$ cat config.mk
export PLATFORM = sky130hd
export DESIGN_NAME = trap_unit_flat
export DESIGN_NICKNAME = d
export VERILOG_FILES = /design/src/rtl/trap_unit_pkg.sv /design/src/rtl/trap_unit_if.sv /design/src/rtl/trap_unit_irq_pending.sv /design/src/rtl/trap_unit.sv /design/src/flat_wrapper.sv
export SDC_FILE = /design/constraint.sdc
export NUM_CORES = 1
export LEC_CHECK = 0
export CELL_PAD_IN_SITES_DETAIL_PLACEMENT = 0
export CELL_PAD_IN_SITES_GLOBAL_PLACEMENT = 1
export CORE_MARGIN = 2
export CORE_UTILIZATION = 12
export CTS_BUF_LIST = sky130_fd_sc_hd__clkbuf_4 sky130_fd_sc_hd__clkbuf_8
export DETAILED_ROUTE_END_ITERATION = 12
export PLACE_DENSITY_LB_ADDON = 0.12
export SLEW_MARGIN = 20
export SYNTH_ARGS = -nofsm -noshare
export SYNTH_HDL_FRONTEND = slang
export SYNTH_SLANG_ARGS = --single-unit
$ cat constraint.sdc
create_clock -name clk -period 1.71 [get_ports clk]
set_input_delay 0.342 -clock clk [delete_from_list [all_inputs] [get_ports clk]]
set_output_delay 0.342 -clock clk [all_outputs]
set_load 0.03 [all_outputs]
$ cat src/rtl/trap_unit_pkg.sv
// Shared trap types: exception causes, interrupt flag bit, mtvec modes and FSM states.
// Pure declarations, no logic, no timing.
package trap_unit_pkg;

  typedef enum logic {
    ST_IDLE = 1'b0,
    ST_HOLD = 1'b1
  } state_t;

  localparam logic [31:0] CAUSE_ILLEGAL_INST = 32'd2;
  localparam logic [31:0] CAUSE_BREAKPOINT   = 32'd3;
  localparam logic [31:0] CAUSE_MISALIGNED   = 32'd4;
  localparam logic [31:0] CAUSE_ECALL_M      = 32'd11;

  localparam int INT_FLAG_BIT = 31;

  localparam logic [1:0] MTVEC_DIRECT   = 2'd0;
  localparam logic [1:0] MTVEC_VECTORED = 2'd1;

endpackage

$ cat src/rtl/trap_unit_if.sv
// Memory-stage / CSR / fetch signals seen by the trap unit; slave = trap unit side.
// Wires only, no latency; the redirect is held until redirect_ack.
interface trap_unit_if #(
  parameter int NUM_IRQ = 4
);
  logic               mem_valid;
  logic [31:0]        mem_pc;
  logic               mem_stall;
  logic               illegal_inst;
  logic               ecall;
  logic               ebreak;
  logic               misaligned;
  logic               mret;
  logic [NUM_IRQ-1:0] irq;
  logic               mie_global;
  logic [NUM_IRQ-1:0] mie_mask;
  logic [31:0]        mtvec_base;
  logic [1:0]         mtvec_mode;
  logic [31:0]        mepc_in;
  logic               redirect_ack;
  logic               trap_req;
  logic               mret_req;
  logic [31:0]        trap_pc;
  logic [31:0]        trap_cause;
  logic [31:0]        trap_target;
  logic               is_interrupt;
  logic               f2d_flush;
  logic               d2e_flush;
  logic               e2m_flush;
  logic               m2w_flush;
  logic [NUM_IRQ-1:0] mip;
  logic               busy;

  modport master (
    output mem_valid, mem_pc, mem_stall, illegal_inst, ecall, ebreak, misaligned,
           mret, irq, mie_global, mie_mask, mtvec_base, mtvec_mode, mepc_in, redirect_ack,
    input  trap_req, mret_req, trap_pc, trap_cause, trap_target, is_interrupt,
           f2d_flush, d2e_flush, e2m_flush, m2w_flush, mip, busy
  );

  modport slave (
    input  mem_valid, mem_pc, mem_stall, illegal_inst, ecall, ebreak, misaligned,
           mret, irq, mie_global, mie_mask, mtvec_base, mtvec_mode, mepc_in, redirect_ack,
    output trap_req, mret_req, trap_pc, trap_cause, trap_target, is_interrupt,
           f2d_flush, d2e_flush, e2m_flush, m2w_flush, mip, busy
  );
endinterface

$ cat src/rtl/trap_unit_irq_pending.sv
// Rising-edge interrupt pending bits; a new edge beats a same-cycle clear.
// One cycle from irq edge to mip; no backpressure, bits stay set until cleared.
module irq_pending #(
  parameter int NUM_IRQ = 4
) (
  input  logic               clk,
  input  logic               rst,
  input  logic [NUM_IRQ-1:0] i_irq,
  input  logic [NUM_IRQ-1:0] i_clr,
  output logic [NUM_IRQ-1:0] o_mip
);
  logic [NUM_IRQ-1:0] r_prev;
  logic [NUM_IRQ-1:0] r_mip;
  logic [NUM_IRQ-1:0] w_rise;

  assign w_rise = i_irq & ~r_prev;

  always_ff @(posedge clk) begin
    if (rst) begin
      r_prev <= '0;
      r_mip  <= '0;
    end else begin
      r_prev <= i_irq;
      r_mip  <= (r_mip & ~i_clr) | w_rise;
    end
  end

  assign o_mip = r_mip;
endmodule

$ cat src/rtl/trap_unit.sv
// Trap/MRET decision for the memory stage, zero latency; holds in HOLD until redirect_ack.
// TRAP_UNIT_VECTORED_EN enables vectored interrupt targets (mtvec_mode == 1).
module trap_unit #(
  parameter int NUM_IRQ        = 4,
  parameter int IRQ_CAUSE_BASE = 16
) (
  input logic        clk,
  input logic        rst,
  trap_unit_if.slave bus
);
  import trap_unit_pkg::*;

  localparam int IDXW = (NUM_IRQ > 1) ? $clog2(NUM_IRQ) : 1;

  state_t             r_state;
  state_t             w_next;
  logic               w_act;
  logic               w_exc;
  logic [31:0]        w_exc_cause;
  logic [NUM_IRQ-1:0] w_mip;
  logic [NUM_IRQ-1:0] w_pend;
  logic               w_irq_hit;
  logic [IDXW-1:0]    w_irq_idx;
  logic [31:0]        w_int_cause;
  logic [31:0]        w_int_target;
  logic [NUM_IRQ-1:0] w_clr;
  logic               w_take_int;
  logic               w_trap;
  logic               w_mret;
  logic               w_flush;
  logic               w_is_int;
  logic               w_busy;
  logic [31:0]        w_cause;
  logic [31:0]        w_target;

  irq_pending #(.NUM_IRQ(NUM_IRQ)) u_pending (
    .clk   (clk),
    .rst   (rst),
    .i_irq (bus.irq),
    .i_clr (w_clr),
    .o_mip (w_mip)
  );

  assign w_act  = bus.mem_valid & ~bus.mem_stall & (r_state == ST_IDLE) & ~rst;
  assign w_exc  = bus.ebreak | bus.illegal_inst | bus.ecall | bus.misaligned;
  assign w_pend = w_mip & bus.mie_mask;

  always_comb begin
    w_exc_cause = CAUSE_MISALIGNED;
    if (bus.ebreak)            w_exc_cause = CAUSE_BREAKPOINT;
    else if (bus.illegal_inst) w_exc_cause = CAUSE_ILLEGAL_INST;
    else if (bus.ecall)        w_exc_cause = CAUSE_ECALL_M;
  end

  // Descending scan so the lowest pending index is the one left selected.
  always_comb begin
    w_irq_hit = 1'b0;
    w_irq_idx = '0;
    for (int i = NUM_IRQ - 1; i >= 0; i--) begin
      if (w_pend[i]) begin
        w_irq_hit = 1'b1;
        w_irq_idx = i[IDXW-1:0];
      end
    end
    w_int_cause               = 32'(IRQ_CAUSE_BASE) + 32'(w_irq_idx);
    w_int_cause[INT_FLAG_BIT] = 1'b1;
  end

`ifdef TRAP_UNIT_VECTORED_EN
  assign w_int_target = (bus.mtvec_mode == MTVEC_VECTORED)
                      ? bus.mtvec_base + {w_int_cause[29:0], 2'b00}
                      : bus.mtvec_base;
`else
  logic w_unused_mode;
  assign w_unused_mode = ^bus.mtvec_mode;
  assign w_int_target  = bus.mtvec_base;
`endif

  always_comb begin
    w_next     = r_state;
    w_trap     = 1'b0;
    w_mret     = 1'b0;
    w_is_int   = 1'b0;
    w_take_int = 1'b0;
    w_busy     = 1'b0;
    w_cause    = '0;
    w_target   = '0;
    w_clr      = '0;
    case (r_state)
      ST_IDLE: begin
        if (w_act) begin
          if (w_exc) begin
            w_trap   = 1'b1;
            w_cause  = w_exc_cause;
            w_target = bus.mtvec_base;
          end else if (bus.mret) begin
            w_mret   = 1'b1;
            w_target = bus.mepc_in;
          end else if (bus.mie_global && w_irq_hit) begin
            w_trap     = 1'b1;
            w_is_int   = 1'b1;
            w_take_int = 1'b1;
            w_cause    = w_int_cause;
            w_target   = w_int_target;
          end
        end
        if (w_trap || w_mret) w_next = ST_HOLD;
      end
      ST_HOLD: begin
        w_busy = ~rst;
        if (bus.redirect_ack) w_next = ST_IDLE;
      end
      default: w_next = ST_IDLE;
    endcase
    for (int i = 0; i < NUM_IRQ; i++) begin
      w_clr[i] = w_take_int && (w_irq_idx == i[IDXW-1:0]);
    end
  end

  always_ff @(posedge clk) begin
    if (rst) r_state <= ST_IDLE;
    else     r_state <= w_next;
  end

  assign w_flush          = w_trap | w_mret;
  assign bus.trap_req     = w_trap;
  assign bus.mret_req     = w_mret;
  assign bus.trap_pc      = bus.mem_pc;
  assign bus.trap_cause   = w_cause;
  assign bus.trap_target  = w_target;
  assign bus.is_interrupt = w_is_int;
  assign bus.f2d_flush    = w_flush;
  assign bus.d2e_flush    = w_flush;
  assign bus.e2m_flush    = w_flush;
  assign bus.m2w_flush    = w_flush;
  assign bus.mip          = w_mip;
  assign bus.busy         = w_busy;
endmodule

$ cat src/flat_wrapper.sv
// flat-port wrapper written by rule: the top's interface ports become plain ports
module trap_unit_flat import trap_unit_pkg::*;
#(
  parameter int NUM_IRQ        = 4,
  parameter int IRQ_CAUSE_BASE = 16
)
  (clk, rst, bus_mem_valid, bus_mem_pc, bus_mem_stall, bus_illegal_inst, bus_ecall, bus_ebreak, bus_misaligned, bus_mret, bus_irq, bus_mie_global, bus_mie_mask, bus_mtvec_base, bus_mtvec_mode, bus_mepc_in, bus_redirect_ack, bus_trap_req, bus_mret_req, bus_trap_pc, bus_trap_cause, bus_trap_target, bus_is_interrupt, bus_f2d_flush, bus_d2e_flush, bus_e2m_flush, bus_m2w_flush, bus_mip, bus_busy);
  trap_unit_if #(.NUM_IRQ(NUM_IRQ)) bus_i ();
  input logic clk;
  input logic rst;
  input wire logic [$bits(bus_i.mem_valid)-1:0] bus_mem_valid;
  input wire logic [$bits(bus_i.mem_pc)-1:0] bus_mem_pc;
  input wire logic [$bits(bus_i.mem_stall)-1:0] bus_mem_stall;
  input wire logic [$bits(bus_i.illegal_inst)-1:0] bus_illegal_inst;
  input wire logic [$bits(bus_i.ecall)-1:0] bus_ecall;
  input wire logic [$bits(bus_i.ebreak)-1:0] bus_ebreak;
  input wire logic [$bits(bus_i.misaligned)-1:0] bus_misaligned;
  input wire logic [$bits(bus_i.mret)-1:0] bus_mret;
  input wire logic [$bits(bus_i.irq)-1:0] bus_irq;
  input wire logic [$bits(bus_i.mie_global)-1:0] bus_mie_global;
  input wire logic [$bits(bus_i.mie_mask)-1:0] bus_mie_mask;
  input wire logic [$bits(bus_i.mtvec_base)-1:0] bus_mtvec_base;
  input wire logic [$bits(bus_i.mtvec_mode)-1:0] bus_mtvec_mode;
  input wire logic [$bits(bus_i.mepc_in)-1:0] bus_mepc_in;
  input wire logic [$bits(bus_i.redirect_ack)-1:0] bus_redirect_ack;
  output wire logic [$bits(bus_i.trap_req)-1:0] bus_trap_req;
  output wire logic [$bits(bus_i.mret_req)-1:0] bus_mret_req;
  output wire logic [$bits(bus_i.trap_pc)-1:0] bus_trap_pc;
  output wire logic [$bits(bus_i.trap_cause)-1:0] bus_trap_cause;
  output wire logic [$bits(bus_i.trap_target)-1:0] bus_trap_target;
  output wire logic [$bits(bus_i.is_interrupt)-1:0] bus_is_interrupt;
  output wire logic [$bits(bus_i.f2d_flush)-1:0] bus_f2d_flush;
  output wire logic [$bits(bus_i.d2e_flush)-1:0] bus_d2e_flush;
  output wire logic [$bits(bus_i.e2m_flush)-1:0] bus_e2m_flush;
  output wire logic [$bits(bus_i.m2w_flush)-1:0] bus_m2w_flush;
  output wire logic [$bits(bus_i.mip)-1:0] bus_mip;
  output wire logic [$bits(bus_i.busy)-1:0] bus_busy;
  assign bus_i.mem_valid = bus_mem_valid;
  assign bus_i.mem_pc = bus_mem_pc;
  assign bus_i.mem_stall = bus_mem_stall;
  assign bus_i.illegal_inst = bus_illegal_inst;
  assign bus_i.ecall = bus_ecall;
  assign bus_i.ebreak = bus_ebreak;
  assign bus_i.misaligned = bus_misaligned;
  assign bus_i.mret = bus_mret;
  assign bus_i.irq = bus_irq;
  assign bus_i.mie_global = bus_mie_global;
  assign bus_i.mie_mask = bus_mie_mask;
  assign bus_i.mtvec_base = bus_mtvec_base;
  assign bus_i.mtvec_mode = bus_mtvec_mode;
  assign bus_i.mepc_in = bus_mepc_in;
  assign bus_i.redirect_ack = bus_redirect_ack;
  assign bus_trap_req = bus_i.trap_req;
  assign bus_mret_req = bus_i.mret_req;
  assign bus_trap_pc = bus_i.trap_pc;
  assign bus_trap_cause = bus_i.trap_cause;
  assign bus_trap_target = bus_i.trap_target;
  assign bus_is_interrupt = bus_i.is_interrupt;
  assign bus_f2d_flush = bus_i.f2d_flush;
  assign bus_d2e_flush = bus_i.d2e_flush;
  assign bus_e2m_flush = bus_i.e2m_flush;
  assign bus_m2w_flush = bus_i.m2w_flush;
  assign bus_mip = bus_i.mip;
  assign bus_busy = bus_i.busy;
  trap_unit #(.NUM_IRQ(NUM_IRQ), .IRQ_CAUSE_BASE(IRQ_CAUSE_BASE)) u_core (.clk(clk), .rst(rst), .bus(bus_i));
endmodule
==> results.py <==
metrics = {
    "outcome": {
        "status": "finished with violations",
        "failing_checks": "setup timing",
    },
    "global_routing": {
        "vias_in_the_first_global_route": 1605,
        "busiest_layer": "met2",
        "antenna_found_initial": 0,
        "track_usage_pct": 8.91,
        "global_route_wire_length_before_repair_um": 8910,
        "grtUsageMet2_pct": 16.6,
        "met3_usage_pct": 1.86,
        "met1_usage_pct": 10.3,
        "maximum_number_of_pins_on_one_net_before_global_route_repair": 25,
        "overflow": 0,
    },
    "place": {
        "placed_cells_incl_taps": 422,
        "dpl.hpwl_um": 4560,
        "weighted_congestion_reported_at_the_end_of_routability_driven_placement": 0.765,
        "portBuffers": 132,
        "preCtsSetupSlack_ps": -854,
    },
    "clock_network": {
        "ctsLongestPathBuffers": 2,
        "cts_inserted_buffers": 3,
        "clk_pin_slew_ps": 50,
        "clock_sinks": 9,
        "ctsRootBufferMaster": "sky130_fd_sc_hd__clkbuf_8",
        "worstSkewPairLatency_ps": 240,
        "tritoncts_clock_tree": "yes",
        "htree_levels": 1,
        "cts-hold-fix-buffers": 0,
    },
    "routing": {
        "ant_nets": 0,
        "drt_iter0_markers": 63,
        "drt_drc_violations_left": 0,
        "wire_per_inst_um": 13.8,
        "drt-pass1-iter-count": 3,
        "dr_total_vias": 1631,
        "via_per_inst": 3.65,
        "totalWireLength_um": 6180,
    },
    "synth": {
        "synth_adder_area_share_pct": 0,
        "post_synth_num_cell_types": 29,
        "sequential_share_of_the_synthesized_area_pct": 13.1,
        "synth_xor_xnor_area_share_pct": 0,
        "syn-mean-instance-area_um2": 8.28,
        "synth-simple-area-share_pct": 15.7,
        "synthesis_warning_total": 0,
        "syn_area_um2": 1380,
        "largest_family_of_logic_cells_by_synthesized_area": "buffers and inverters",
        "synth.mux.area_fraction_pct": 0,
        "synth_seq_cells": 9,
        "synth-compound-area-share_pct": 27.7,
        "syn_inst": 166,
    },
    "critical_path": {
        "worst_endpoint_required_time_ps": 1370,
        "crit_type": "in -> out",
        "end_kind": "output pin",
        "startpoint_type": "input pin",
        "critical_path_peak_fanout": 5,
        "critical_path_arrival_ps": 1840,
    },
    "cells_and_area": {
        "ff_latch_area_um2": 183,
        "post_layout_net_count": 422,
        "layout.core_utilization_pct": 29.4,
        "fillerInstances": 1201,
        "layoutNonFillerInstCount": 447,
        "antenna_cells": 0,
        "multiInputGateArea_um2": 988,
        "area_growth_pct": 142,
        "layout-drive-gt1-share_pct": 52.0,
    },
    "timing": {
        "timing.final.crit_period_ps": 2180,
        "setup_tns_ps": -18580,
        "unrepaired_setup_endpoints_after_global_routing": "yes",
        "fin_skew_ps": 10.0,
        "maximum_clock_frequency_mhz": 459,
        "worst_hold_slack_ps": 461,
        "fin_crit_sh_pct": 127,
        "setup-violations-final": 46,
        "post-route-worst-setup-slack_ps": -470,
        "timing.final.max_slew_violations": 0,
        "timing.final.hold_violations": 0,
    },
    "die": {
        "floorplan.die_area_um2": 12300,
        "dieHeight_um": 111,
        "row_count": 39,
        "fp.dieW_um": 111,
        "initial_utilization_pct": 12.1,
        "core_area_um2": 11300,
        "io_pins": 225,
    },
    "power_and_ir_drop": {
        "cellLeakagePower_uw": 0.00154,
        "power-per-cell-area_nw_per_um2": 366,
        "vdd_drop_max_v": 0.000343,
    },
    "run": {
        "timing.max_cap.violations": 0,
    },
    "hold_path": {
        "hold_class": "in -> reg",
    },
}
## what timing repair did
| action | in CTS | in global routing |
|---|---|---|
| cloned | 3 | 3 |
| setup endpoints to repair | 50 | 50 |
| pin swaps | 15 | 25 |
| resized for setup | 111 | 30 |
| setup buffers | 13 | 5 |
## metrics by stage
| stage | power (µW) | instance area, µm² |
|---|---|---|
| after global placement | 860 | 2670 |
| after detailed placement | 858 | 2670 |
| after global routing | 1280 | 3320 |
| final | 1220 | 3320 |
| after floorplan | 716 | 1630 |
| after CTS | 1200 | 3170 |
## logic make-up after synthesis
| group | after synthesis |
|---|---|
| flip-flops | 9 |
| buffers and inverters | 77 |
| other | 1 |
| AND/OR/NAND/NOR | 33 |
| AO/OA/AOI/OAI | 46 |
## area by class of cell
| cell class | count | share of cell area (%) |
|---|---|---|
| Multi-Input combinational cell | 105 | 29.7 |
| Clock buffer | 3 | 1.24 |
| Timing Repair Buffer | 181 | 57.4 |
| Inverter | 5 | 0.565 |
| Clock inverter | 1 | 0.151 |
| Sequential cell | 9 | 5.49 |
| Tap cell | 143 | 5.38 |
## synthesized netlist by cell type, drive strengths merged
cell	count	area share (%)
or4	1	0.55
or2	1	0.46
nand4	3	1.4
dfxtp	9	13
a21oi	6	2.2
a31o	1	0.64
o21ai	2	0.73
and3	3	1.4
a22o	32	21
inv	5	1.4
nor4	1	1.5
nand3	2	0.73
buf	72	42
a211o	2	1.3
nand2b	2	0.91
nor4b	2	1.7
nor2b	7	3.2
a22oi	2	1.1
conb	1	0.27
nor2	4	1.1
nor3	1	0.36
nand2	5	1.4
or4b	1	1.0
a32o	1	0.73
## state kept, by name, summed over array words and instances (netlist names)
signal and cells:
u_core.u_pending.o_mip 4, u_core.r_state 1, u_core.u_pending.r_prev 4
## power by group
part           internal (µW)  switching [µW]
registers                226            7.14
logic                    397             333
clock network            160            94.2
total                    782             434
## layer usage
layer | up-vias | part of all wire, %
li1 | 780 | -
met1 | 737 | 38
met2 | 103 | 52
met3 | 11 | 8.6
met4 | 0 | 1.3
met5 | - | 0
## cells in the final DEF (no fill, tap or decap), types with 2 or more instances in the layout
master / netlist / routed
sky130_fd_sc_hd__a211o_1: 2 / 2
sky130_fd_sc_hd__a21oi_1: 6 / 4
sky130_fd_sc_hd__a21oi_2: 0 / 2
sky130_fd_sc_hd__a22o_2: 7 / 8
sky130_fd_sc_hd__a22o_4: 0 / 24
sky130_fd_sc_hd__a22oi_2: 0 / 2
sky130_fd_sc_hd__and3_4: 0 / 3
sky130_fd_sc_hd__buf_12: 3 / 5
sky130_fd_sc_hd__buf_16: 0 / 2
sky130_fd_sc_hd__buf_2: 2 / 4
sky130_fd_sc_hd__buf_4: 66 / 29
sky130_fd_sc_hd__buf_6: 1 / 54
sky130_fd_sc_hd__buf_8: 0 / 5
sky130_fd_sc_hd__clkbuf_16: 0 / 2
sky130_fd_sc_hd__clkbuf_2: 0 / 2
sky130_fd_sc_hd__clkbuf_8: 0 / 3
sky130_fd_sc_hd__clkdlybuf4s50_1: 0 / 69
sky130_fd_sc_hd__conb_1: 1 / 26
sky130_fd_sc_hd__dfxtp_1: 9 / 7
sky130_fd_sc_hd__dfxtp_2: 0 / 2
sky130_fd_sc_hd__dlygate4sd2_1: 0 / 8
sky130_fd_sc_hd__inv_1: 5 / 5
sky130_fd_sc_hd__nand2_1: 5 / 4
sky130_fd_sc_hd__nand2b_1: 2 / 2
sky130_fd_sc_hd__nand3_1: 2 / 2
sky130_fd_sc_hd__nand4_1: 3 / 3
sky130_fd_sc_hd__nor2_1: 4 / 2
sky130_fd_sc_hd__nor2b_1: 7 / 7
sky130_fd_sc_hd__nor4b_4: 0 / 2
## critical path, cell delays in order
cell	delay [ps]
sky130_fd_sc_hd__buf_8	100
sky130_fd_sc_hd__nor4_4	390
sky130_fd_sc_hd__nor2_4	70
sky130_fd_sc_hd__a31o_4	240
sky130_fd_sc_hd__buf_8	140
sky130_fd_sc_hd__buf_12	130
sky130_fd_sc_hd__or2_4	270
sky130_fd_sc_hd__buf_6	140
## path summary, 6_finish.rpt
check	startpoint	to	slack [ps]	cells past startpoint
min	rst	u_core.u_pending.o_mip[3]	460	3
min reg2reg	u_core.u_pending.r_prev[1]	u_core.u_pending.o_mip[1]	470	2
max	bus_misaligned	bus_d2e_flush	-470	8
max reg2reg	u_core.r_state	u_core.u_pending.o_mip[1]	-30	6
No activity file was read; power rests on OpenSTA's default activity.
